`config.mk`:
```
export PLATFORM = sky130hd
export DESIGN_NAME = ingress_port_flat
export DESIGN_NICKNAME = d
export VERILOG_FILES = /design/src/rtl/router_pkg.sv /design/src/rtl/ingress_port_if.sv /design/src/rtl/ingress_buf.sv /design/src/rtl/ingress_port.sv /design/src/flat_wrapper.sv
export SDC_FILE = /design/constraint.sdc
export NUM_CORES = 1
export LEC_CHECK = 0
export ABC_AREA = 1
export ABC_CLOCK_PERIOD_IN_PS = 5200
export CORE_MARGIN = 2
export CORE_UTILIZATION = 25
export DETAILED_ROUTE_END_ITERATION = 10
export GPL_TIMING_DRIVEN = 0
export SYNTH_ARGS = -nofsm -noshare
export SYNTH_HDL_FRONTEND = slang
export SYNTH_SLANG_ARGS = --single-unit
```
`constraint.sdc`:
```
create_clock -name clock -period 5.2 [get_ports clock]
set_input_delay 1.04 -clock clock [delete_from_list [all_inputs] [get_ports clock]]
set_output_delay 1.04 -clock clock [all_outputs]
set_load 0.1 [all_outputs]
```
`src/rtl/router_pkg.sv`:
```
// Shared types for the router ingress path: deserialiser FSM states.
package router_pkg;

  typedef enum logic [2:0] {
    WAIT_IDLE,
    IDLE,
    ADDR,
    PAD,
    PAYLOAD,
    DISCARD
  } state_t;

endpackage

```
`src/rtl/ingress_port_if.sv`:
```
// Serial frame input, arbiter request/grant and statistics of one ingress port.
interface ingress_port_if #(
  parameter int ADDR_W = 4,
  parameter int DATA_W = 32,
  parameter int DEPTH  = 16,
  parameter int CNT_W  = 16
);
  localparam int LVL_W = $clog2(DEPTH) + 1;

  logic              frame_n;
  logic              valid_n;
  logic              di;
  logic              granted;
  logic              vld;
  logic [ADDR_W-1:0] addr;
  logic [DATA_W-1:0] payload;
  logic              sop;
  logic              eop;
  logic [LVL_W-1:0]  level;
  logic [CNT_W-1:0]  pkt_cnt;
  logic [CNT_W-1:0]  drop_cnt;

  modport master (
    output frame_n, valid_n, di, granted,
    input  vld, addr, payload, sop, eop, level, pkt_cnt, drop_cnt
  );

  modport slave (
    input  frame_n, valid_n, di, granted,
    output vld, addr, payload, sop, eop, level, pkt_cnt, drop_cnt
  );
endinterface

```
`src/rtl/ingress_buf.sv`:
```
// Circular packet buffer with commit/rewind; head shown fall-through, pop on the grant edge.
// A write and a pop in the same cycle are both applied; full means DEPTH entries incl. uncommitted.
module ingress_buf #(
  parameter int ADDR_W = 4,
  parameter int DATA_W = 32,
  parameter int DEPTH  = 16
) (
  input  logic              clock,
  input  logic              reset_n,
  input  logic              wr_en,
  input  logic [ADDR_W-1:0] wr_addr,
  input  logic              wr_sop,
  input  logic              wr_eop,
  input  logic [DATA_W-1:0] wr_data,
  input  logic              commit_wr,
  input  logic              commit_cur,
  input  logic              rewind,
  input  logic              patch_eop,
  input  logic              pop,
  output logic              full,
  output logic              vld,
  output logic [ADDR_W-1:0] rd_addr,
  output logic              rd_sop,
  output logic              rd_eop,
  output logic [DATA_W-1:0] rd_data,
  output logic [$clog2(DEPTH):0] level
);
  localparam int IW = $clog2(DEPTH);
  localparam int PW = IW + 1;

  typedef struct packed {
    logic [ADDR_W-1:0] addr;
    logic              sop;
    logic              eop;
    logic [DATA_W-1:0] data;
  } entry_t;

  entry_t          mem [DEPTH];
  entry_t          head;
  logic [PW-1:0]   wr_ptr;
  logic [PW-1:0]   commit_ptr;
  logic [PW-1:0]   rd_ptr;
  logic [PW-1:0]   last_ptr;

  assign level    = wr_ptr - rd_ptr;
  assign full     = (level == PW'(DEPTH));
  assign vld      = (rd_ptr != commit_ptr);
  assign last_ptr = wr_ptr - PW'(1);
  assign head     = mem[rd_ptr[IW-1:0]];

  // Storage is never reset, so the head fields are masked while nothing is committed.
  assign rd_addr = vld ? head.addr : '0;
  assign rd_sop  = vld & head.sop;
  assign rd_eop  = vld & head.eop;
  assign rd_data = vld ? head.data : '0;

  always_ff @(posedge clock or negedge reset_n) begin
    if (!reset_n) begin
      wr_ptr     <= '0;
      commit_ptr <= '0;
      rd_ptr     <= '0;
    end else begin
      if (rewind) begin
        wr_ptr <= commit_ptr;
      end else if (wr_en) begin
        wr_ptr <= wr_ptr + PW'(1);
      end
      if (commit_wr) begin
        commit_ptr <= wr_ptr + PW'(1);
      end else if (commit_cur) begin
        commit_ptr <= wr_ptr;
      end
      if (pop && vld) begin
        rd_ptr <= rd_ptr + PW'(1);
      end
    end
  end

  always_ff @(posedge clock) begin
    if (wr_en) begin
      mem[wr_ptr[IW-1:0]] <= '{addr: wr_addr, sop: wr_sop, eop: wr_eop, data: wr_data};
    end
    if (patch_eop) begin
      mem[last_ptr[IW-1:0]].eop <= 1'b1;
    end
  end

endmodule

```
`src/rtl/ingress_port.sv`:
```
// Router input port: deserialises address + payload words, commits whole packets, 1-cycle commit-to-vld.
// Arbiter pops the head via granted; a full buffer drops the packet being received (no stall upstream).
module ingress_port
  import router_pkg::*;
#(
  parameter int ADDR_W  = 4,
  parameter int PAD_CYC = 4,
  parameter int DATA_W  = 32,
  parameter int DEPTH   = 16,
  parameter int CNT_W   = 16
) (
  input logic           clock,
  input logic           reset_n,
  ingress_port_if.slave bus
);
  localparam int CMAX  = (DATA_W > 16) ? DATA_W : 16;
  localparam int BIT_W = $clog2(CMAX);
  localparam state_t AFTER_ADDR = (PAD_CYC == 0) ? PAYLOAD : PAD;

  state_t            state, state_nxt;
  logic [BIT_W-1:0]  bit_cnt, bit_cnt_nxt;
  logic [ADDR_W-1:0] addr_q, addr_nxt;
  logic [DATA_W-1:0] data_q, data_nxt, shifted;
  logic              first_q, first_nxt;
  logic [CNT_W-1:0]  pkt_cnt_q, drop_cnt_q;
  logic              wr_en, wr_eop, commit_wr, commit_cur, patch_eop;
  logic              pkt_inc, drop_inc, full;

  assign shifted = data_q | (DATA_W'(bus.di) << bit_cnt);

  always_comb begin
    state_nxt   = state;
    bit_cnt_nxt = bit_cnt;
    addr_nxt    = addr_q;
    data_nxt    = data_q;
    first_nxt   = first_q;
    wr_en       = 1'b0;
    wr_eop      = 1'b0;
    commit_wr   = 1'b0;
    commit_cur  = 1'b0;
    patch_eop   = 1'b0;
    pkt_inc     = 1'b0;
    drop_inc    = 1'b0;
    case (state)
      WAIT_IDLE: if (bus.frame_n) state_nxt = IDLE;
      IDLE: begin
        if (!bus.frame_n) begin
          addr_nxt    = ADDR_W'(bus.di);
          data_nxt    = '0;
          first_nxt   = 1'b1;
          bit_cnt_nxt = (ADDR_W == 1) ? '0 : BIT_W'(1);
          state_nxt   = (ADDR_W == 1) ? AFTER_ADDR : ADDR;
        end
      end
      ADDR: begin
        addr_nxt = addr_q | (ADDR_W'(bus.di) << bit_cnt);
        if (bus.frame_n) begin
          drop_inc  = 1'b1;
          state_nxt = IDLE;
        end else if (bit_cnt == BIT_W'(ADDR_W - 1)) begin
          bit_cnt_nxt = '0;
          state_nxt   = AFTER_ADDR;
        end else begin
          bit_cnt_nxt = bit_cnt + BIT_W'(1);
        end
      end
      PAD: begin
        if (bus.frame_n) begin
          drop_inc  = 1'b1;
          state_nxt = IDLE;
        end else if (bit_cnt == BIT_W'(PAD_CYC - 1)) begin
          bit_cnt_nxt = '0;
          state_nxt   = PAYLOAD;
        end else begin
          bit_cnt_nxt = bit_cnt + BIT_W'(1);
        end
      end
      PAYLOAD: begin
        if (!bus.valid_n) begin
          data_nxt = shifted;
          if (bit_cnt == BIT_W'(DATA_W - 1)) begin
            bit_cnt_nxt = '0;
            data_nxt    = '0;
            if (full) begin
              drop_inc  = 1'b1;
              state_nxt = bus.frame_n ? IDLE : DISCARD;
            end else begin
              wr_en     = 1'b1;
              wr_eop    = bus.frame_n;
              first_nxt = 1'b0;
              if (bus.frame_n) begin
                commit_wr = 1'b1;
                pkt_inc   = 1'b1;
                state_nxt = IDLE;
              end
            end
          end else if (bus.frame_n) begin
            drop_inc  = 1'b1;
            state_nxt = IDLE;
          end else begin
            bit_cnt_nxt = bit_cnt + BIT_W'(1);
          end
        end else if (bus.frame_n) begin
          // Frame closed on a stall: only legal on a word boundary; eop goes onto the word already stored.
          if (bit_cnt == '0 && !first_q) begin
            patch_eop  = 1'b1;
            commit_cur = 1'b1;
            pkt_inc    = 1'b1;
          end else begin
            drop_inc = 1'b1;
          end
          state_nxt = IDLE;
        end
      end
      DISCARD: if (bus.frame_n) state_nxt = IDLE;
      default: state_nxt = WAIT_IDLE;
    endcase
  end

  always_ff @(posedge clock or negedge reset_n) begin
    if (!reset_n) begin
      state      <= WAIT_IDLE;
      bit_cnt    <= '0;
      addr_q     <= '0;
      data_q     <= '0;
      first_q    <= 1'b1;
      pkt_cnt_q  <= '0;
      drop_cnt_q <= '0;
    end else begin
      state   <= state_nxt;
      bit_cnt <= bit_cnt_nxt;
      addr_q  <= addr_nxt;
      data_q  <= data_nxt;
      first_q <= first_nxt;
      if (pkt_inc && pkt_cnt_q != '1) pkt_cnt_q <= pkt_cnt_q + CNT_W'(1);
      if (drop_inc && drop_cnt_q != '1) drop_cnt_q <= drop_cnt_q + CNT_W'(1);
    end
  end

  assign bus.pkt_cnt  = pkt_cnt_q;
  assign bus.drop_cnt = drop_cnt_q;

  ingress_buf #(
    .ADDR_W (ADDR_W),
    .DATA_W (DATA_W),
    .DEPTH  (DEPTH)
  ) u_buf (
    .clock      (clock),
    .reset_n    (reset_n),
    .wr_en      (wr_en),
    .wr_addr    (addr_q),
    .wr_sop     (first_q),
    .wr_eop     (wr_eop),
    .wr_data    (shifted),
    .commit_wr  (commit_wr),
    .commit_cur (commit_cur),
    .rewind     (drop_inc),
    .patch_eop  (patch_eop),
    .pop        (bus.granted),
    .full       (full),
    .vld        (bus.vld),
    .rd_addr    (bus.addr),
    .rd_sop     (bus.sop),
    .rd_eop     (bus.eop),
    .rd_data    (bus.payload),
    .level      (bus.level)
  );

endmodule
```
`src/flat_wrapper.sv`:
```
// flat-port wrapper written by rule: the top's interface ports become plain ports
module ingress_port_flat import router_pkg::*;
#(
  parameter int ADDR_W  = 4,
  parameter int PAD_CYC = 4,
  parameter int DATA_W  = 32,
  parameter int DEPTH   = 16,
  parameter int CNT_W   = 16
)
  (clock, reset_n, bus_frame_n, bus_valid_n, bus_di, bus_granted, bus_vld, bus_addr, bus_payload, bus_sop, bus_eop, bus_level, bus_pkt_cnt, bus_drop_cnt);
  ingress_port_if #(.ADDR_W(ADDR_W), .DATA_W(DATA_W), .DEPTH(DEPTH), .CNT_W(CNT_W)) bus_i ();
  input logic clock;
  input logic reset_n;
  input wire logic [$bits(bus_i.frame_n)-1:0] bus_frame_n;
  input wire logic [$bits(bus_i.valid_n)-1:0] bus_valid_n;
  input wire logic [$bits(bus_i.di)-1:0] bus_di;
  input wire logic [$bits(bus_i.granted)-1:0] bus_granted;
  output wire logic [$bits(bus_i.vld)-1:0] bus_vld;
  output wire logic [$bits(bus_i.addr)-1:0] bus_addr;
  output wire logic [$bits(bus_i.payload)-1:0] bus_payload;
  output wire logic [$bits(bus_i.sop)-1:0] bus_sop;
  output wire logic [$bits(bus_i.eop)-1:0] bus_eop;
  output wire logic [$bits(bus_i.level)-1:0] bus_level;
  output wire logic [$bits(bus_i.pkt_cnt)-1:0] bus_pkt_cnt;
  output wire logic [$bits(bus_i.drop_cnt)-1:0] bus_drop_cnt;
  assign bus_i.frame_n = bus_frame_n;
  assign bus_i.valid_n = bus_valid_n;
  assign bus_i.di = bus_di;
  assign bus_i.granted = bus_granted;
  assign bus_vld = bus_i.vld;
  assign bus_addr = bus_i.addr;
  assign bus_payload = bus_i.payload;
  assign bus_sop = bus_i.sop;
  assign bus_eop = bus_i.eop;
  assign bus_level = bus_i.level;
  assign bus_pkt_cnt = bus_i.pkt_cnt;
  assign bus_drop_cnt = bus_i.drop_cnt;
  ingress_port #(.ADDR_W(ADDR_W), .PAD_CYC(PAD_CYC), .DATA_W(DATA_W), .DEPTH(DEPTH), .CNT_W(CNT_W)) u_core (.clock(clock), .reset_n(reset_n), .bus(bus_i));
endmodule
```
==> Word-level counts from Yosys, hierarchy flattened <==
Memory sizes are Yosys's and may differ from the RTL's.
Cells that the tools add are included.
{ "totals": {"regBits": 92, "ram_bits": 608, "inputBits": 6, "out_inout_bits": 76, "wordCells": 130, "mem_count": 1} }
{ "classes": {"add_sub_neg": 7, "n_eq_ne": 19, "shift": 2, "mux": 67, "bitwise_logic": 4, "reduce_logical": 20} }
{ "mem_list": {"columns": ["name", "depth", "word_bits", "rd", "rd_clocked_by_memory_dff", "wr", "line_no", "rtl"], "rows": [
  ["u_core.u_buf.mem", 16, 38, 1, 0, 1, "ingress_buf.sv:38", "entry_t mem [DEPTH];"]
]} }
{ "ops": {"columns": ["operator", "n"], "rows": [
  ["two-way mux 32 bit", 4],
  ["one-hot mux 32 bit (2 select lines)", 1],
  ["two-way mux 5 bit", 10],
  ["two-way mux 38 bit", 1],
  ["OR reduction 38 bit", 1],
  ["adder 16 x 1 -> 16 bit, second input constant", 2],
  ["two-way mux 1 bit", 32],
  ["inequality test 16 bit, second input constant", 2],
  ["bitwise OR 32 bit", 1],
  ["<< shifter 1 x 5 -> 32 bit", 1],
  ["two-way mux 3 bit", 10],
  ["adder 5 x 1 -> 5 bit, second input constant", 3],
  ["one-hot mux 3 bit (5 select lines)", 1],
  ["one-hot mux 5 bit (3 select lines)", 1],
  ["two-way mux 4 bit", 3],
  ["equality test 5 bit, second input constant", 2],
  ["AND reduction 5 bit", 2],
  ["inequality test 3 x 2 -> 1 bit, second input constant", 3],
  ["inequality test 2 bit, second input constant", 4],
  ["one-hot mux 4 bit (2 select lines)", 1],
  ["nonzero test 2 bit", 4],
  ["equality test 3 x 2 -> 1 bit, second input constant", 2],
  ["equality test 3 bit, second input constant", 2],
  ["AND reduction 3 bit", 2],
  ["18 further kinds", 24]
]} }

==> Longest topological paths before layout <==
{ "logic_depth": {"ltp_word": 10, "depth_mapped": 19, "ltp_nobuf": 17} }

==> By module <==
Synthesis repeated with hierarchy kept, for this count alone.
{ "unflattened": {"cells_unflattened": 3382, "hier_area_um2": 31974.4} }
{ "by_module_without_submodules": {"columns": ["module", "n_inst", "cells_each", "area_per_inst_um2", "seq_area_each_um2"], "rows": [
  ["ingress_buf", 1, 2762, 27482.6, 18472.7],
  ["ingress_port", 1, 620, 4491.8, 1928.1]
]} }

==> Worst setup path before layout <==
Ideal clock, no wire load.
{ "synth_timing": {"path_kind": "reg-to-reg", "start": "register u_core.u_buf.rd_ptr[1]", "end": "memory u_core.u_buf.mem[0][0] (netlist name) (enable)", "setup_ns": 0.477, "arrival_time_ns": 6.208, "required_time_ns": 4.723, "path_slack_ns": -1.486, "path_stages_with_launch": 12, "path_buffers": 4, "period_less_slack_ns": 6.686, "cell_sequence": "dfrtp_1 > buf_2 > clkinv_1 > clkbuf_1 > buf_2 > fa_1 > xor2_1 > nor2_1 > nand3_2 > nand2_2 > clkbuf_1 > nor3_1"} }
{ "synth_between": {"elab_chain_len": 9} }
{ "synth_lines": {"columns": ["item", "line_no", "rtl"], "rows": [
  ["start, declared", "ingress_buf.sv:42", "logic [PW-1:0] rd_ptr;"],
  ["start signal, assigned", "ingress_buf.sv:74", "rd_ptr <= rd_ptr + PW'(1);"],
  ["subtractor 5 bit", "ingress_buf.sv:45", "assign level = wr_ptr - rd_ptr;"],
  ["net bus_level[2]", "flat_wrapper.sv:23", "output wire logic [$bits(bus_i.level)-1:0] bus_level;"],
  ["equality test 5 bit", "ingress_buf.sv:46", "assign full = (level == PW'(DEPTH));"],
  ["two-way mux 1 bit", "ingress_port.sv:84", "if (full) begin"],
  ["two-way mux 1 bit", "ingress_port.sv:81", "if (bit_cnt == BIT_W'(DATA_W - 1)) begin"],
  ["two-way mux 1 bit", "ingress_port.sv:79", "if (!bus.valid_n) begin"],
  ["two-way mux 1 bit", "ingress_port.sv:44", "case (state)"],
  ["two-way mux 1 bit", "ingress_buf.sv:80", "if (wr_en) begin"],
  ["two-way mux 1 bit (implied by the code)", "ingress_buf.sv:81", "mem[wr_ptr[IW-1:0]] <= '{addr: wr_addr, sop: wr_sop, eop: wr_eop, data: wr_data};"],
  ["two-way mux 2 bit (no line)", null, null],
  ["end, declared", "ingress_buf.sv:38", null]
]} }
The timed path passes the listed nets, and every way through them passes these cells.

==> Worst setup path in the final report <==
{ "layout_timing": {"start": "register u_core.u_buf.rd_ptr[0]", "end": "output port bus_sop"} }
{ "layout_between": {"elab_chain_len": 2, "word_cells_on_any_way": 3, "classes_between": "eq/ne (1); bitwise (1); memory (1)"} }
{ "layout_lines": {"columns": ["item", "line_no", "rtl"], "rows": [
  ["memory (16 x 38 bit) / inequality test 5 bit (equally long branches)", null, null],
  ["bitwise AND 1 bit *", "ingress_buf.sv:53", "assign rd_sop = vld & head.sop;"],
  ["end, declared", "flat_wrapper.sv:21", "output wire logic [$bits(bus_i.sop)-1:0] bus_sop;"]
]} }
Every way passes the cells marked *; elsewhere a longest branch is shown, timed or not.

==> key figures <==
Outcome
  – Status: finished clean

Worst setup path
  – Max Fanout on Critical Path: 10
  – Critical Path AT: 4.15 ns
  – Critical path launch point type: flip-flop
  – Crit path required time: 4.16 ns
  – Critical path class: flip-flop to output port
  – Crit. End Element: output port

Placed design
  – Port bufs: 81
  – HPWL after DPL: 58.76 mm
  – Routability Congestion: 0.8433

Floorplanning
  – Initial Utilization: 25.11%
  – Row cnt: 125
  – CORE AREA: 115,900 µm²
  – Die Wd: 345.2 µm
  – IO Pins: 82
  – Die height: 345.2 µm
  – DIE AREA: 119,200 µm²

Run
  – Max-Cap Viols: 0

Clock network
  – Clock transition at path regs: 0.06 ns
  – Clk buf depth: 3
  – CTS tree: built
  – CTS H-tree depth: 3
  – CTS Root Cell: clkbuf_16
  – Hold_buf cts: 0
  – Sink Count: 700
  – TritonCTS buffer count: 77
  – Worst-Skew Late Latency: 0.65 ns
  – Post-CTS setup buffers: 0

Logic synthesis
  – Register area share after synthesis: 70.65%
  – Mapped cell area: 29,100 µm²
  – Post-Synth Simple-Gate Area: 11.72%
  – Mapped Nets: 2,462
  – YS warnings: 0
  – Adder-cell share of the synthesized area: 0.5847%
  – Yosys top cell area share: 62.73%
  – Post-synth cell types: 44
  – Synth top area cells: edfxtp_1 (63%), dfrtp_1 (7.8%), o21ai_0 (5.6%)
  – Post-synth ARST share: 13.14%
  – Syn Inst Count: 2,443
  – Dominant cell type by area after synthesis: edfxtp_1
  – Post-Synth XOR/XNOR Area: 1.328%
  – Flops & latches, synth: 700
  – Largest family of logic cells by synthesized area: compound AO/OA/AOI/OAI gates
  – Post-Syn Area per Cell: 11.91 µm²
  – EDFF count, synth: 608
  – Mux contribution to synthesized area: 0%
  – Main synth FF type: edfxtp_1
  – Compound-cell area share of the yosys netlist: 12.26%

Timing
  – Final Critical Period: 5.189 ns
  – Relative slew slack: 11.02%
  – Fmax: 192.7 MHz
  – RSZ-0062 raised after global routing: no
  – Period utilization: 99.78%
  – Setup_tns: 0 ns
  – Clk_skew: 0.04860 ns
  – Worst Max-Slew Pin Slew: 1.330 ns
  – Endpoints failing hold: 0
  – Final Max Tran Viols: 0
  – Final setup fails: 0

Pwr
  – Pwr/cell area: 592.2 nW/µm²
  – Max VDD drop: 585.3 µV
  – Leakage: 0.01168 µW

Final layout
  – Layout area overhead: 20.23%
  – Final core utilization: 30.19%
  – Layout Nets: 2,644
  – Ratio of cells with drive above 1 in the final layout: 11.13%

Global routing
  – GR Overflow Total: 0
  – Total track usage: 14.44%
  – Vias in the first global route: 19,991
  – First-pass GRT wire length: 130.0 mm
  – Largest net degree at the start of global routing: 63
  – Antenna violations before repair: 3

Detailed routing
  – Drt drc: 0
  – WL per Instance: 20.84 µm
  – WL met1: 37.03 mm
  – Vias/cell: 4.758
  – Via count: 20,037
  – Post-route ant nets: 0
  – Iter 0 DRT Violations: 2,085
  – Met3 wire len: 6.953 mm
  – Final WL: 87.75 mm
  – Metal2 WL: 40.82 mm
  – Top sig layer: met5
  – DRT Pass-1 Iters: 5

Hold path
  – Worst hold-check path type: input pin to asynchronous set/reset pin
cell usage after synthesis (12+ instances only):
| master | number |
|---|---|
| edfxtp_1 | 608 |
| nor2_1 | 414 |
| o21ai_0 | 327 |
| nand2_1 | 272 |
| clkbuf_1 | 108 |
| dfrtp_1 | 91 |
| o22ai_1 | 89 |
| nand3_1 | 88 |
| inv_1 | 85 |
| o221ai_1 | 65 |
| a31oi_1 | 49 |
| a21oi_1 | 38 |
| buf_2 | 33 |
| xor2_1 | 26 |
| nor3_1 | 16 |
| xnor2_1 | 15 |
| o21bai_1 | 14 |
| nand4_1 | 13 |
| ha_1 | 12 |
| o211ai_1 | 12 |
metal layers:
| layer | vias to the layer above | track usage [%] |
|---|---|---|
| met2 | 778 | 23.09 |
| met3 | 143 | 2.973 |
| met1 | 9884 | 19.12 |
| li1 | 9230 | - |
| met4 | 2 | 5.764 |
| met5 | - | 0 |
flip-flops by register name, indices dropped and copies added, names as in the netlist:
name / cells
u_core.first_q: 1
u_core.u_buf.commit_ptr: 5
u_core.u_buf.wr_ptr: 5
u_core.state: 3
u_core.data_q: 32
u_core.u_buf.mem: 608
u_core.bus.pkt_cnt: 16
u_core.u_buf.rd_ptr: 5
u_core.bus.drop_cnt: 16
u_core.bit_cnt: 5
u_core.addr_q: 4
metrics by stage:
stage | worst slack [ns] | hold slack [ns] | area, µm² | std cells | total power (µW)
2_1_floorplan | -0.4551 | 0.4608 | 29120 | 2443 | 12330
3_3_place_gp | -2.372 | 0.4926 | 31830 | 4048 | 15420
3_5_place_dp | -0.6349 | 0.4908 | 32430 | 4070 | 15460
4_1_cts | -0.06633 | 0.3471 | 35020 | 4210 | 20830
5_1_grt | 0.008647 | 0.3793 | 34990 | 4210 | 21520
6_report | 0.01122 | 0.3575 | 34990 | 4211 | 20720
cell usage in the layout (no fill, tap or decap), types with 10 or more instances in the layout:
| cell type | Yosys | final |
|---|---|---|
| a31oi_1 | 49 | 44 |
| ha_1 | 12 | 12 |
| xor2_1 | 26 | 26 |
| nand4_1 | 13 | 13 |
| clkbuf_2 | 0 | 26 |
| clkbuf_1 | 108 | 106 |
| nor2_1 | 414 | 398 |
| nand3_1 | 88 | 88 |
| inv_1 | 85 | 85 |
| xnor2_1 | 15 | 15 |
| o22ai_1 | 89 | 89 |
| edfxtp_1 | 608 | 608 |
| a21oi_1 | 38 | 38 |
| clkdlybuf4s50_1 | 0 | 38 |
| buf_12 | 0 | 12 |
| clkinv_2 | 0 | 13 |
| o221ai_1 | 65 | 65 |
| nor3_1 | 16 | 14 |
| dfrtp_1 | 91 | 91 |
| o21bai_1 | 14 | 14 |
| o211ai_1 | 12 | 12 |
| clkdlybuf4s15_2 | 0 | 24 |
| nand2_1 | 272 | 272 |
| nor2_4 | 3 | 17 |
| buf_2 | 33 | 45 |
| clkinv_1 | 2 | 10 |
| o21ai_0 | 327 | 326 |
| clkbuf_16 | 0 | 79 |
area by class of cell:
type                    count  area, µm²
fillers                 11528      80900
flip-flops and latches    700      20560
multi-input cells        1493       7697
clock buffers             101       2079
well taps                1524       1907
repair buffers            103       1240
plain buffers             153      674.4
clock inverters            39      460.4
inverters                  97      369.1
diodes                      1      2.502
cells by family after synthesis:
logic type      count (synthesis)
xor+xnor                       42
fa+ha+maj                      13
compound gates                608
simple gates                  830
flops                         700
buf+inv                       250
critical path, cell delays in order, from the launching register on:
cell and delay (ns):
dfrtp_1 0.46, buf_4 0.28, buf_4 0.34, buf_2 0.41
clkbuf_2 0.38, nor2_1 0.09, o22ai_1 0.32, nand2_1 0.13
a31oi_1 0.54, buf_2 0.54
power by group:
group	internal, µW	switching [µW]
registers	6200	90.0
logic	1790	7160
clock network	3160	2330
path summary, 6_finish.rpt:
| kind | slack (ns) | to | cells after the start | start |
|---|---|---|---|---|
| worst max-delay path | 0.01 | bus_sop | 9 | u_core.u_buf.rd_ptr[0]$_DFFE_PN0P_ |
| max in group asynchronous | 4.14 | u_core.u_buf.wr_ptr[3]$_DFFE_PN0P_ | 2 | reset_n |
| worst max register to register | 0.19 | u_core.u_buf.mem[0][25]$_DFFE_PP_ | 13 | u_core.u_buf.rd_ptr[1]$_DFFE_PN0P_ |
| min in group clock | 0.51 | u_core.first_q$_DFFE_PN1P_ | 2 | u_core.first_q$_DFFE_PN1P_ |
| worst min-delay path | 0.36 | u_core.data_q[15]$_DFFE_PN0P_ | 1 | reset_n |
| worst min register to register | 0.51 | u_core.first_q$_DFFE_PN1P_ | 2 | u_core.first_q$_DFFE_PN1P_ |
timing repair:
action	CTS	global route
pin swaps	2	1
setup endpoints to repair	334	28
gates resized for setup	186	29
No activity file was read; power rests on OpenSTA's default activity.
